$ cat src/rtl/mapu_host_if.sv
// Host <-> matrix engine link: operation control, operand row stream out, result row stream back.
interface mapu_host_if #(
  parameter int DATA_WIDTH = 32
);
  logic                  o_mapu_en;
  logic                  o_mapu_op;
  logic                  o_tx_vld;
  logic                  i_tx_rdy;
  logic [DATA_WIDTH-1:0] o_tx_r0;
  logic [DATA_WIDTH-1:0] o_tx_r1;
  logic [DATA_WIDTH-1:0] o_tx_r2;
  logic [DATA_WIDTH-1:0] o_tx_r3;
  logic                  i_rx_vld;
  logic                  o_rx_rdy;
  logic [DATA_WIDTH-1:0] i_rx_r0;
  logic [DATA_WIDTH-1:0] i_rx_r1;
  logic [DATA_WIDTH-1:0] i_rx_r2;
  logic [DATA_WIDTH-1:0] i_rx_r3;
  logic                  i_rx_of;

  modport master (
    output o_mapu_en, o_mapu_op, o_tx_vld, o_tx_r0, o_tx_r1, o_tx_r2, o_tx_r3, o_rx_rdy,
    input  i_tx_rdy, i_rx_vld, i_rx_r0, i_rx_r1, i_rx_r2, i_rx_r3, i_rx_of
  );

  modport slave (
    input  o_mapu_en, o_mapu_op, o_tx_vld, o_tx_r0, o_tx_r1, o_tx_r2, o_tx_r3, o_rx_rdy,
    output i_tx_rdy, i_rx_vld, i_rx_r0, i_rx_r1, i_rx_r2, i_rx_r3, i_rx_of
  );
endinterface

$ cat src/rtl/mapu_host.sv
// Matrix engine host: buffers operands A/B, streams 8 rows to the engine, collects 4 result rows
// with an idle timeout, and flags overflow from the engine or from result MSBs.
module mapu_host #(
  parameter int DATA_WIDTH  = 32,
  parameter int TIMEOUT_CYC = 1024
) (
  input  logic                  clk,
  input  logic                  reset_n,
  input  logic                  i_wr_en,
  input  logic [4:0]            i_wr_addr,
  input  logic [DATA_WIDTH-1:0] i_wr_data,
  input  logic [3:0]            i_rd_addr,
  output logic [DATA_WIDTH-1:0] o_rd_data,
  input  logic                  i_start,
  input  logic                  i_op,
  output logic                  o_busy,
  output logic                  o_done,
  output logic                  o_of,
  output logic                  o_err,
  mapu_host_if.master           eng
);
  localparam int TW = $clog2(TIMEOUT_CYC + 1);
  localparam logic [TW-1:0] TMO_LAST = TW'(TIMEOUT_CYC - 1);

  typedef enum logic [1:0] {IDLE, SEND, RECV, DONE} state_t;

  state_t state, state_nx;

  logic [7:0][3:0][DATA_WIDTH-1:0] op_buf;
  logic [3:0][3:0][DATA_WIDTH-1:0] res_buf;
  logic [2:0]    tx_row;
  logic [1:0]    rx_row;
  logic [TW-1:0] tmo_cnt;
  logic          sticky_of;
  logic          mapu_op_q;
  logic          of_q;
  logic          err_q;
  logic          tx_acc;
  logic          rx_acc;
  logic          tmo_hit;
  logic          msb_any;

  assign tx_acc  = (state == SEND) && eng.i_tx_rdy;
  assign rx_acc  = (state == RECV) && eng.i_rx_vld;
  // the cycle that would bring the idle count up to TIMEOUT_CYC ends the wait
  assign tmo_hit = (state == RECV) && !eng.i_rx_vld && (tmo_cnt == TMO_LAST);

  always_comb begin
    msb_any = 1'b0;
    for (int unsigned r = 0; r < 4; r++) begin
      for (int unsigned c = 0; c < 4; c++) begin
        msb_any = msb_any | res_buf[r[1:0]][c[1:0]][DATA_WIDTH-1];
      end
    end
  end

  always_ff @(posedge clk) begin
    if (!reset_n) state <= IDLE;
    else          state <= state_nx;
  end

  always_comb begin
    state_nx      = state;
    o_busy        = 1'b0;
    o_done        = 1'b0;
    eng.o_mapu_en = 1'b0;
    eng.o_tx_vld  = 1'b0;
    eng.o_rx_rdy  = 1'b0;
    case (state)
      IDLE: begin
        if (i_start) state_nx = SEND;
      end
      SEND: begin
        o_busy        = 1'b1;
        eng.o_mapu_en = 1'b1;
        eng.o_tx_vld  = 1'b1;
        if (tx_acc && (tx_row == 3'd7)) state_nx = RECV;
      end
      RECV: begin
        o_busy        = 1'b1;
        eng.o_mapu_en = 1'b1;
        eng.o_rx_rdy  = 1'b1;
        if ((rx_acc && (rx_row == 2'd3)) || tmo_hit) state_nx = DONE;
      end
      DONE: begin
        o_busy   = 1'b1;
        o_done   = 1'b1;
        state_nx = IDLE;
      end
      default: state_nx = IDLE;
    endcase
  end

  always_ff @(posedge clk) begin
    if (!reset_n) begin
      op_buf    <= '0;
      res_buf   <= '0;
      tx_row    <= '0;
      rx_row    <= '0;
      tmo_cnt   <= '0;
      sticky_of <= 1'b0;
      mapu_op_q <= 1'b0;
      of_q      <= 1'b0;
      err_q     <= 1'b0;
    end else begin
      case (state)
        IDLE: begin
          // a write in the start cycle lands before SEND reads the buffer
          if (i_wr_en) op_buf[i_wr_addr[4:2]][i_wr_addr[1:0]] <= i_wr_data;
          if (i_start) begin
            mapu_op_q <= i_op;
            of_q      <= 1'b0;
            err_q     <= 1'b0;
            tx_row    <= '0;
            sticky_of <= 1'b0;
          end
        end
        SEND: begin
          if (tx_acc) begin
            tx_row <= tx_row + 3'd1;
            if (tx_row == 3'd7) begin
              rx_row  <= '0;
              tmo_cnt <= '0;
            end
          end
        end
        RECV: begin
          if (rx_acc) begin
            res_buf[rx_row] <= {eng.i_rx_r3, eng.i_rx_r2, eng.i_rx_r1, eng.i_rx_r0};
            sticky_of       <= sticky_of | eng.i_rx_of;
            rx_row          <= rx_row + 2'd1;
            tmo_cnt         <= '0;
          end else begin
            tmo_cnt <= tmo_cnt + 1'b1;
            if (tmo_hit) err_q <= 1'b1;
          end
        end
        DONE: of_q <= sticky_of | msb_any;
        default: ;
      endcase
    end
  end

  assign eng.o_mapu_op = mapu_op_q;
  assign eng.o_tx_r0   = op_buf[tx_row][0];
  assign eng.o_tx_r1   = op_buf[tx_row][1];
  assign eng.o_tx_r2   = op_buf[tx_row][2];
  assign eng.o_tx_r3   = op_buf[tx_row][3];
  assign o_rd_data     = res_buf[i_rd_addr[3:2]][i_rd_addr[1:0]];
  assign o_of          = of_q;
  assign o_err         = err_q;
endmodule

$ cat src/flat_wrapper.sv
// flat-port wrapper written by rule: the top's interface ports become plain ports
module mapu_host_flat 
#(
  parameter int DATA_WIDTH  = 32,
  parameter int TIMEOUT_CYC = 1024
)
  (clk, reset_n, i_wr_en, i_wr_addr, i_wr_data, i_rd_addr, o_rd_data, i_start, i_op, o_busy, o_done, o_of, o_err, eng_o_mapu_en, eng_o_mapu_op, eng_o_tx_vld, eng_o_tx_r0, eng_o_tx_r1, eng_o_tx_r2, eng_o_tx_r3, eng_o_rx_rdy, eng_i_tx_rdy, eng_i_rx_vld, eng_i_rx_r0, eng_i_rx_r1, eng_i_rx_r2, eng_i_rx_r3, eng_i_rx_of);
  mapu_host_if #(.DATA_WIDTH(DATA_WIDTH)) eng_i ();
  input  logic clk;
  input  logic reset_n;
  input  logic i_wr_en;
  input  logic [4:0] i_wr_addr;
  input  logic [DATA_WIDTH-1:0] i_wr_data;
  input  logic [3:0] i_rd_addr;
  output logic [DATA_WIDTH-1:0] o_rd_data;
  input  logic i_start;
  input  logic i_op;
  output logic o_busy;
  output logic o_done;
  output logic o_of;
  output logic o_err;
  output wire logic [$bits(eng_i.o_mapu_en)-1:0] eng_o_mapu_en;
  output wire logic [$bits(eng_i.o_mapu_op)-1:0] eng_o_mapu_op;
  output wire logic [$bits(eng_i.o_tx_vld)-1:0] eng_o_tx_vld;
  output wire logic [$bits(eng_i.o_tx_r0)-1:0] eng_o_tx_r0;
  output wire logic [$bits(eng_i.o_tx_r1)-1:0] eng_o_tx_r1;
  output wire logic [$bits(eng_i.o_tx_r2)-1:0] eng_o_tx_r2;
  output wire logic [$bits(eng_i.o_tx_r3)-1:0] eng_o_tx_r3;
  output wire logic [$bits(eng_i.o_rx_rdy)-1:0] eng_o_rx_rdy;
  input wire logic [$bits(eng_i.i_tx_rdy)-1:0] eng_i_tx_rdy;
  input wire logic [$bits(eng_i.i_rx_vld)-1:0] eng_i_rx_vld;
  input wire logic [$bits(eng_i.i_rx_r0)-1:0] eng_i_rx_r0;
  input wire logic [$bits(eng_i.i_rx_r1)-1:0] eng_i_rx_r1;
  input wire logic [$bits(eng_i.i_rx_r2)-1:0] eng_i_rx_r2;
  input wire logic [$bits(eng_i.i_rx_r3)-1:0] eng_i_rx_r3;
  input wire logic [$bits(eng_i.i_rx_of)-1:0] eng_i_rx_of;
  assign eng_o_mapu_en = eng_i.o_mapu_en;
  assign eng_o_mapu_op = eng_i.o_mapu_op;
  assign eng_o_tx_vld = eng_i.o_tx_vld;
  assign eng_o_tx_r0 = eng_i.o_tx_r0;
  assign eng_o_tx_r1 = eng_i.o_tx_r1;
  assign eng_o_tx_r2 = eng_i.o_tx_r2;
  assign eng_o_tx_r3 = eng_i.o_tx_r3;
  assign eng_o_rx_rdy = eng_i.o_rx_rdy;
  assign eng_i.i_tx_rdy = eng_i_tx_rdy;
  assign eng_i.i_rx_vld = eng_i_rx_vld;
  assign eng_i.i_rx_r0 = eng_i_rx_r0;
  assign eng_i.i_rx_r1 = eng_i_rx_r1;
  assign eng_i.i_rx_r2 = eng_i_rx_r2;
  assign eng_i.i_rx_r3 = eng_i_rx_r3;
  assign eng_i.i_rx_of = eng_i_rx_of;
  mapu_host #(.DATA_WIDTH(DATA_WIDTH), .TIMEOUT_CYC(TIMEOUT_CYC)) u_core (.clk(clk), .reset_n(reset_n), .i_wr_en(i_wr_en), .i_wr_addr(i_wr_addr), .i_wr_data(i_wr_data), .i_rd_addr(i_rd_addr), .o_rd_data(o_rd_data), .i_start(i_start), .i_op(i_op), .o_busy(o_busy), .o_done(o_done), .o_of(o_of), .o_err(o_err), .eng(eng_i));
endmodule
$ cat config.mk
export PLATFORM = sky130hd
export DESIGN_NAME = mapu_host_flat
export DESIGN_NICKNAME = d
export VERILOG_FILES = /design/src/rtl/mapu_host_if.sv /design/src/rtl/mapu_host.sv /design/src/flat_wrapper.sv
export SDC_FILE = /design/constraint.sdc
export NUM_CORES = 2
export LEC_CHECK = 0
export ABC_AREA = 1
export BUFFER_PORTS_ARGS = -buffer_cell sky130_fd_sc_hd__buf_2
export CAP_MARGIN = 10
export CORE_UTILIZATION = 45
export CTS_CLUSTER_SIZE = 8
export DETAILED_ROUTE_END_ITERATION = 8
export GPL_ROUTABILITY_DRIVEN = 0
export HOLD_SLACK_MARGIN = 0.02
export PLACE_DENSITY_LB_ADDON = 0.15
export SETUP_SLACK_MARGIN = 0.1
export SLEW_MARGIN = 20
export SYNTH_ARGS = -nofsm -noshare
export SYNTH_HDL_FRONTEND = slang
export SYNTH_SLANG_ARGS = --single-unit
$ cat constraint.sdc
create_clock -name clk -period 2.1 [get_ports clk]
set_input_delay 0.105 -clock clk [delete_from_list [all_inputs] [get_ports clk]]
set_output_delay 0.105 -clock clk [all_outputs]
set_load 0.01 [all_outputs]
======== Word-level counts from Yosys, hierarchy flattened ========
Cells that the tools add are included.
word-level totals
  output and inout bits ................... 168
  word-level logic and storage cells ...... 168
  flip-flop bits (word level) ............. 1558
  bits of input ports ..................... 177
operators by class
  $lt $le $gt $ge ......................... 9
  $add $sub $neg .......................... 3
  reduce and logical (&&, ||, !) cells .... 28
  mux-type cells .......................... 41
  bitwise operators ....................... 17
  eq/ne operators ......................... 14
operator list
  cell                   count
  $bwmux 1024            1
  $bwmux 512             1
  $mux 128               4
  $bmux 128 s3           1
  $demux 128 s3          1
  $bmux 128 s2           1
  $demux 128 s2          1
  $bmux 32 s2            1
  $demux 32 s2           1
  $mux 32                2
  $mux 11                3
  $pmux 11 s2            1
  $or 1x1->1             17
  $lt 2x3->1 const B     4
  $mux 2                 6
  $reduce_and 3->1       4
  $add 11x1->11 const B  1
  $eq 11x10->1 const B   1
  $ne 2x2->1 const B     5
  $logic_and 1x1->1      9
  $mux 1                 9
  $lt 3x4->1 const B     2
  $pmux 2 s4             1
  $reduce_and 2->1       4
  19 further kinds       31

======== Logic depth before layout (Yosys ltp) ========
  depth in word-level cells ............... 17
  gate-level depth with buffers ........... 11
  gate-level depth less buffers ........... 11

======== Least setup slack after synthesis ========
OpenSTA, ideal clock, no wires.
  path kind ............................... reg-to-reg
  from .................................... register u_core.state[0]
  to ...................................... register u_core.res_buf[100] (netlist bit)
  arrival ................................. 1.853 ns
  setup time .............................. 0.070 ns
  buffers on the path ..................... 3
  clock period less this slack ............ 1.924 ns
  required time ........................... 2.030 ns
  slack ................................... 0.176 ns
  cell stages (with the launch flop) ...... 11
  path through ............................ dfxtp_1 inv_1 ha_1 nand2_1 inv_1 buf_2 nand2_1 clkbuf_1 clkbuf_1 nand2_1 a21oi_1
between the ends
  longest elaborated chain between the ends .. 3
ends and longest elaborated chain
  what                            RTL line                           RTL
  start: declaration              mapu_host.sv:27                    state_t state, state_nx;
  start signal: assignment        mapu_host.sv:59                    else state <= state_nx;
  $eq 2x2->1 (*)                  mapu_host.sv:44, mapu_host.sv:106
  $logic_and 1x1->1               mapu_host.sv:44                    assign rx_acc = (state == RECV) && eng.i_rx_vld;
  $reduce_and 2->1 (no line) (*)  --
  end signal: indexed assignment  mapu_host.sv:129                   res_buf[rx_row] <= {eng.i_rx_r3, eng.i_rx_r2, eng.i_rx_r1, eng.i_rx_r0};
  end: declaration                mapu_host.sv:30                    logic [3:0][3:0][DATA_WIDTH-1:0] res_buf;
Mark *: on every way between the ends. The rest lies on a longest branch, timed or not.
A chain may end at the register's enable or synchronous reset.

======== Worst setup path in the final report ========
  from .................................... register u_core.tx_row[0]
  to ...................................... output eng_o_tx_r2[8]
between the ends
  longest elaborated chain between the ends .. 2
ends and longest elaborated chain
  what                      RTL line            RTL
  start: declaration        mapu_host.sv:31     logic [2:0] tx_row;
  start signal: assignment  mapu_host.sv:120    tx_row <= tx_row + 3'd1;
  $bmux 128 s3              mapu_host.sv:147    assign eng.o_tx_r2 = op_buf[tx_row][2];
  $mux 128                  --
  end: declaration          flat_wrapper.sv:27  output wire logic [$bits(eng_i.o_tx_r2)-1:0] eng_o_tx_r2;
No other way between the ends. The select of a mux whose other input is x is not followed.

==> reports/metrics.yaml <==
cells_and_area:
  areaGrowthSynthToFinish_pct: 24.9
  drive_gt1_share_pct: 13.5
  fillCellCount: 13700
  utilization_pct: 56.8
  mostFrequentLayoutCells: "2490 x nor2_1, 1696 x o21ai_0, 1555 x dfxtp_1"
  final_common_cell: "nor2_1"
  stdcell_area_sq_mm: 0.0843
  nets: 10400
synth:
  yosysWarnings: 0
  synth-edff-count: 0
  syn-cell-area_sq_mm: 0.0675
  synthesis.nets: 9995
  synth_cells: 9806
  ys_ff_latch: 1558
  seq_area_frac_synth_pct: 46.2
  synthTopCellsByArea: "dfxtp_1 46%, nor2_1 14%, o21ai_0 14%"
  synth_top_cell_area_share_pct: 46.2
  postSynth.asyncResetShare_pct: 0
  yosys_most_used_dff: "dfxtp_1"
  yosysTopAreaCell: "dfxtp_1"
  avgSynthCellArea_sq_um: 6.88
  synth_cell_types: 25
drt:
  routed_via_density: 5.74
  drt-total-wl_microns: 264000
  postRouteAntennaNets: 0
  routed-wl-met2_microns: 119000
  dr.pass1.iters: 8
  post-route-drc-count: 0
  drt-initial-drc-count: 7757
  highest_layer: "met5"
  wl_met3_microns: 22800
  wl_per_cell_microns: 21.6
  wl_met1_microns: 108000
  num_vias: 70200
timing:
  fmax_mhz: 352
  finalWorstSetupSlack_ns: -0.738
  slew_violations: 0
  tightest_slew_ns: 0.933
  rsz0062_at_grt: "true"
  slew_headroom_pct: 37.8
  fin_crit_ns: 2.84
  post-route-period-util_pct: 135
  finalSetupViolations: 162
  skew_ns: 0.0560
  hold_violations: 0
global_routing:
  grt_overflow: 0
  grt_pass1_wl_microns: 399000
  grt_max_degree: 132
  track_usage_pct: 33.6
  first_global_vias: 65200
  antenna_found_initial: 21
floorplan:
  io_pins: 345
  core_sq_mm: 0.148
  die_area_sq_mm: 0.152
  die-width_microns: 389
  rows: 141
  initial_core_util_pct: 45.5
  die_y_microns: 389
min_path:
  hp-start: "eng_i_rx_r1[25]"
  min_to: "u_core.res_buf[313]$_SDFFE_PN0P_"
  hold_path.class: "primary input to flop"
  hold_path_depth: 4
power_and_ir_drop:
  switching_share_pct: 35.7
  leakagePower_nw: 34.7
  switching_power_mw: 34.5
  p_per_area_mw_per_mm2: 1150
  power.share.clock_pct: 31.9
  p_seq_share_pct: 31.9
  irDropWorstVdd_mv: 1.25
  internal-power_mw: 62.1
  pwr-share-comb_pct: 36.2
clocking:
  tritoncts: "done"
  root_buffer: "clkbuf_16"
  cts_max_level: 4
  clock_insertion_delay_worst_skew_ns: 0.83
  clock_sinks: 1558
  cts_made_buffers: 212
  cts_buffer_depth: 3
  path_clk_slew_ns: 0.06
place:
  postPlaceCellArea_sq_mm: 0.0740
  portBuffers: 344
  dp_hpwl_microns: 164000
worst_setup_path:
  worstPathRequired_ns: 2.00
  cp-end-kind: "output port"
  r2r_end: "u_core.tmo_cnt[2]$_SDFFE_PN0P_"
  critPathLaunchType: "flop"
  rrSetupSlack_ns: -0.25
  critPathArrivalTime_ns: 2.73
  critPathMaxFanout: 22
  worstReg2RegStart: "u_core.tx_row[0]$_SDFFE_PN0P_"
  crit_type: "flop to output port"
  reg2regPathDepth: 13
outcome:
  outcome: "finished, violations left"
  violations: "negative setup slack"
flow_run:
  drv_cap: 0
[per-stage QoR]
stage / std cells / TNS [ns] / setup WS [ns] / total power [mW] / hold slack (ns)
floorplan: 9806 / 0 / 0.176 / 44.1 / 0.257
global placement: 11700 / -40.22 / -0.192 / 58.5 / 0.367
detailed placement: 11700 / -53.27 / -0.260 / 58.5 / 0.375
CTS: 12200 / -130.07 / -0.717 / 94.8 / 0.0896
global route: 12200 / -101.01 / -0.779 / 99.7 / 0.132
finish: 12200 / -78.64 / -0.738 / 96.6 / 0.138
[what timing repair did]
item / 4_1_cts / 5_1_grt
endpoints found under the setup margin: 1002 / 1340
hold endpoints to repair: 1415 / 0
buffers inserted: 34 / 6
resized for setup: 399 / 200
hold buffers: 172 / 0
pin swaps: 77 / 76
gates cloned: 26 / 6
[critical path: stages (launching register included)]
cell,delay [ns]
dfxtp_4,0.35
buf_12,0.15
inv_16,0.15
buf_12,0.18
buf_8,0.18
o21ai_0,0.16
a31oi_2,0.42
buf_4,0.18
buf_2,0.12
[worst max path at each step]
stage                             startpoint                               end  slack, ns  cells after the start
6_report       u_core.tx_row[0]$_SDFFE_PN0P_                    eng_o_tx_r2[8]      -0.74                      8
3_5_place_dp    u_core.state[0]$_SDFFE_PN0P_   u_core.op_buf[998]$_SDFFE_PN0P_      -0.26                     12
4_1_cts        u_core.tx_row[0]$_SDFFE_PN0P_                    eng_o_tx_r2[8]      -0.72                      8
3_3_place_gp    u_core.state[0]$_SDFFE_PN0P_  u_core.op_buf[1014]$_SDFFE_PN0P_      -0.19                     12
2_1_floorplan   u_core.state[0]$_SDFFE_PN0P_  u_core.res_buf[100]$_SDFFE_PN0P_       0.18                     10
5_1_grt        u_core.tx_row[0]$_SDFFE_PN0P_                    eng_o_tx_r2[8]      -0.78                      8
[power groups by stage]
stage	Combinational, mW	Clock, mW	Sequential [mW]
finish	34.9	30.8	30.8
detailed placement	27.1	0	31.4
CTS	32.9	31.1	30.8
floorplan	12.9	0	31.2
global placement	27.2	0	31.4
global route	36.5	32.3	30.9
[metal layers]
metal	GRT usage, %	up-vias
li1	-	33000
met1	43.6	33200
met2	53.2	3331
met3	5.73	566
met4	18.0	12
met5	0	-
[cells by family after synthesis]
| family | Yosys count | share of synthesized area (%) |
|---|---|---|
| compound gates | 3039 | 23.3 |
| buf+inv | 1266 | 7.37 |
| flops | 1558 | 46.2 |
| simple gates | 3931 | 22.9 |
| fa+ha+maj | 12 | 0.222 |
[area by class of cell]
| class | instances | area [sq um] | area share (%) |
|---|---|---|---|
| tap | 2002 | 2500 | 2.97 |
| timing repair buffer | 1076 | 11100 | 13.2 |
| clock buffer | 218 | 5400 | 6.41 |
| antenna | 18 | 45.0 | 0.0534 |
| sequential | 1558 | 31200 | 37.0 |
| inverter | 362 | 1400 | 1.66 |
| clock inverter | 11 | 210 | 0.249 |
| timing repair inverter | 1 | 8.76 | 0.0104 |
| multi-input combinational | 6982 | 32400 | 38.5 |
[synth_stat cells (8+ instances only)]
library cell / count
a21oi_1: 844
a31oi_1: 97
buf_1: 135
buf_2: 172
clkbuf_1: 596
dfxtp_1: 1558
ha_1: 12
inv_1: 352
inv_2: 10
nand2_1: 866
nand3_1: 493
nor2_1: 2549
nor3_1: 8
o211ai_1: 129
o21ai_0: 1901
o21ai_1: 32
o22ai_1: 32
[flip-flops by register name, indices dropped and copies added (netlist names)]
| register | count |
|---|---|
| u_core.op_buf | 1024 |
| u_core.res_buf | 512 |
| u_core.tmo_cnt | 11 |
| u_core.tx_row | 3 |
| u_core.rx_row | 2 |
| u_core.state | 2 |
| u_core.eng.o_mapu_op | 1 |
| u_core.o_err | 1 |
| u_core.o_of | 1 |
| u_core.sticky_of | 1 |
Power figures use the tool's default switching activity.
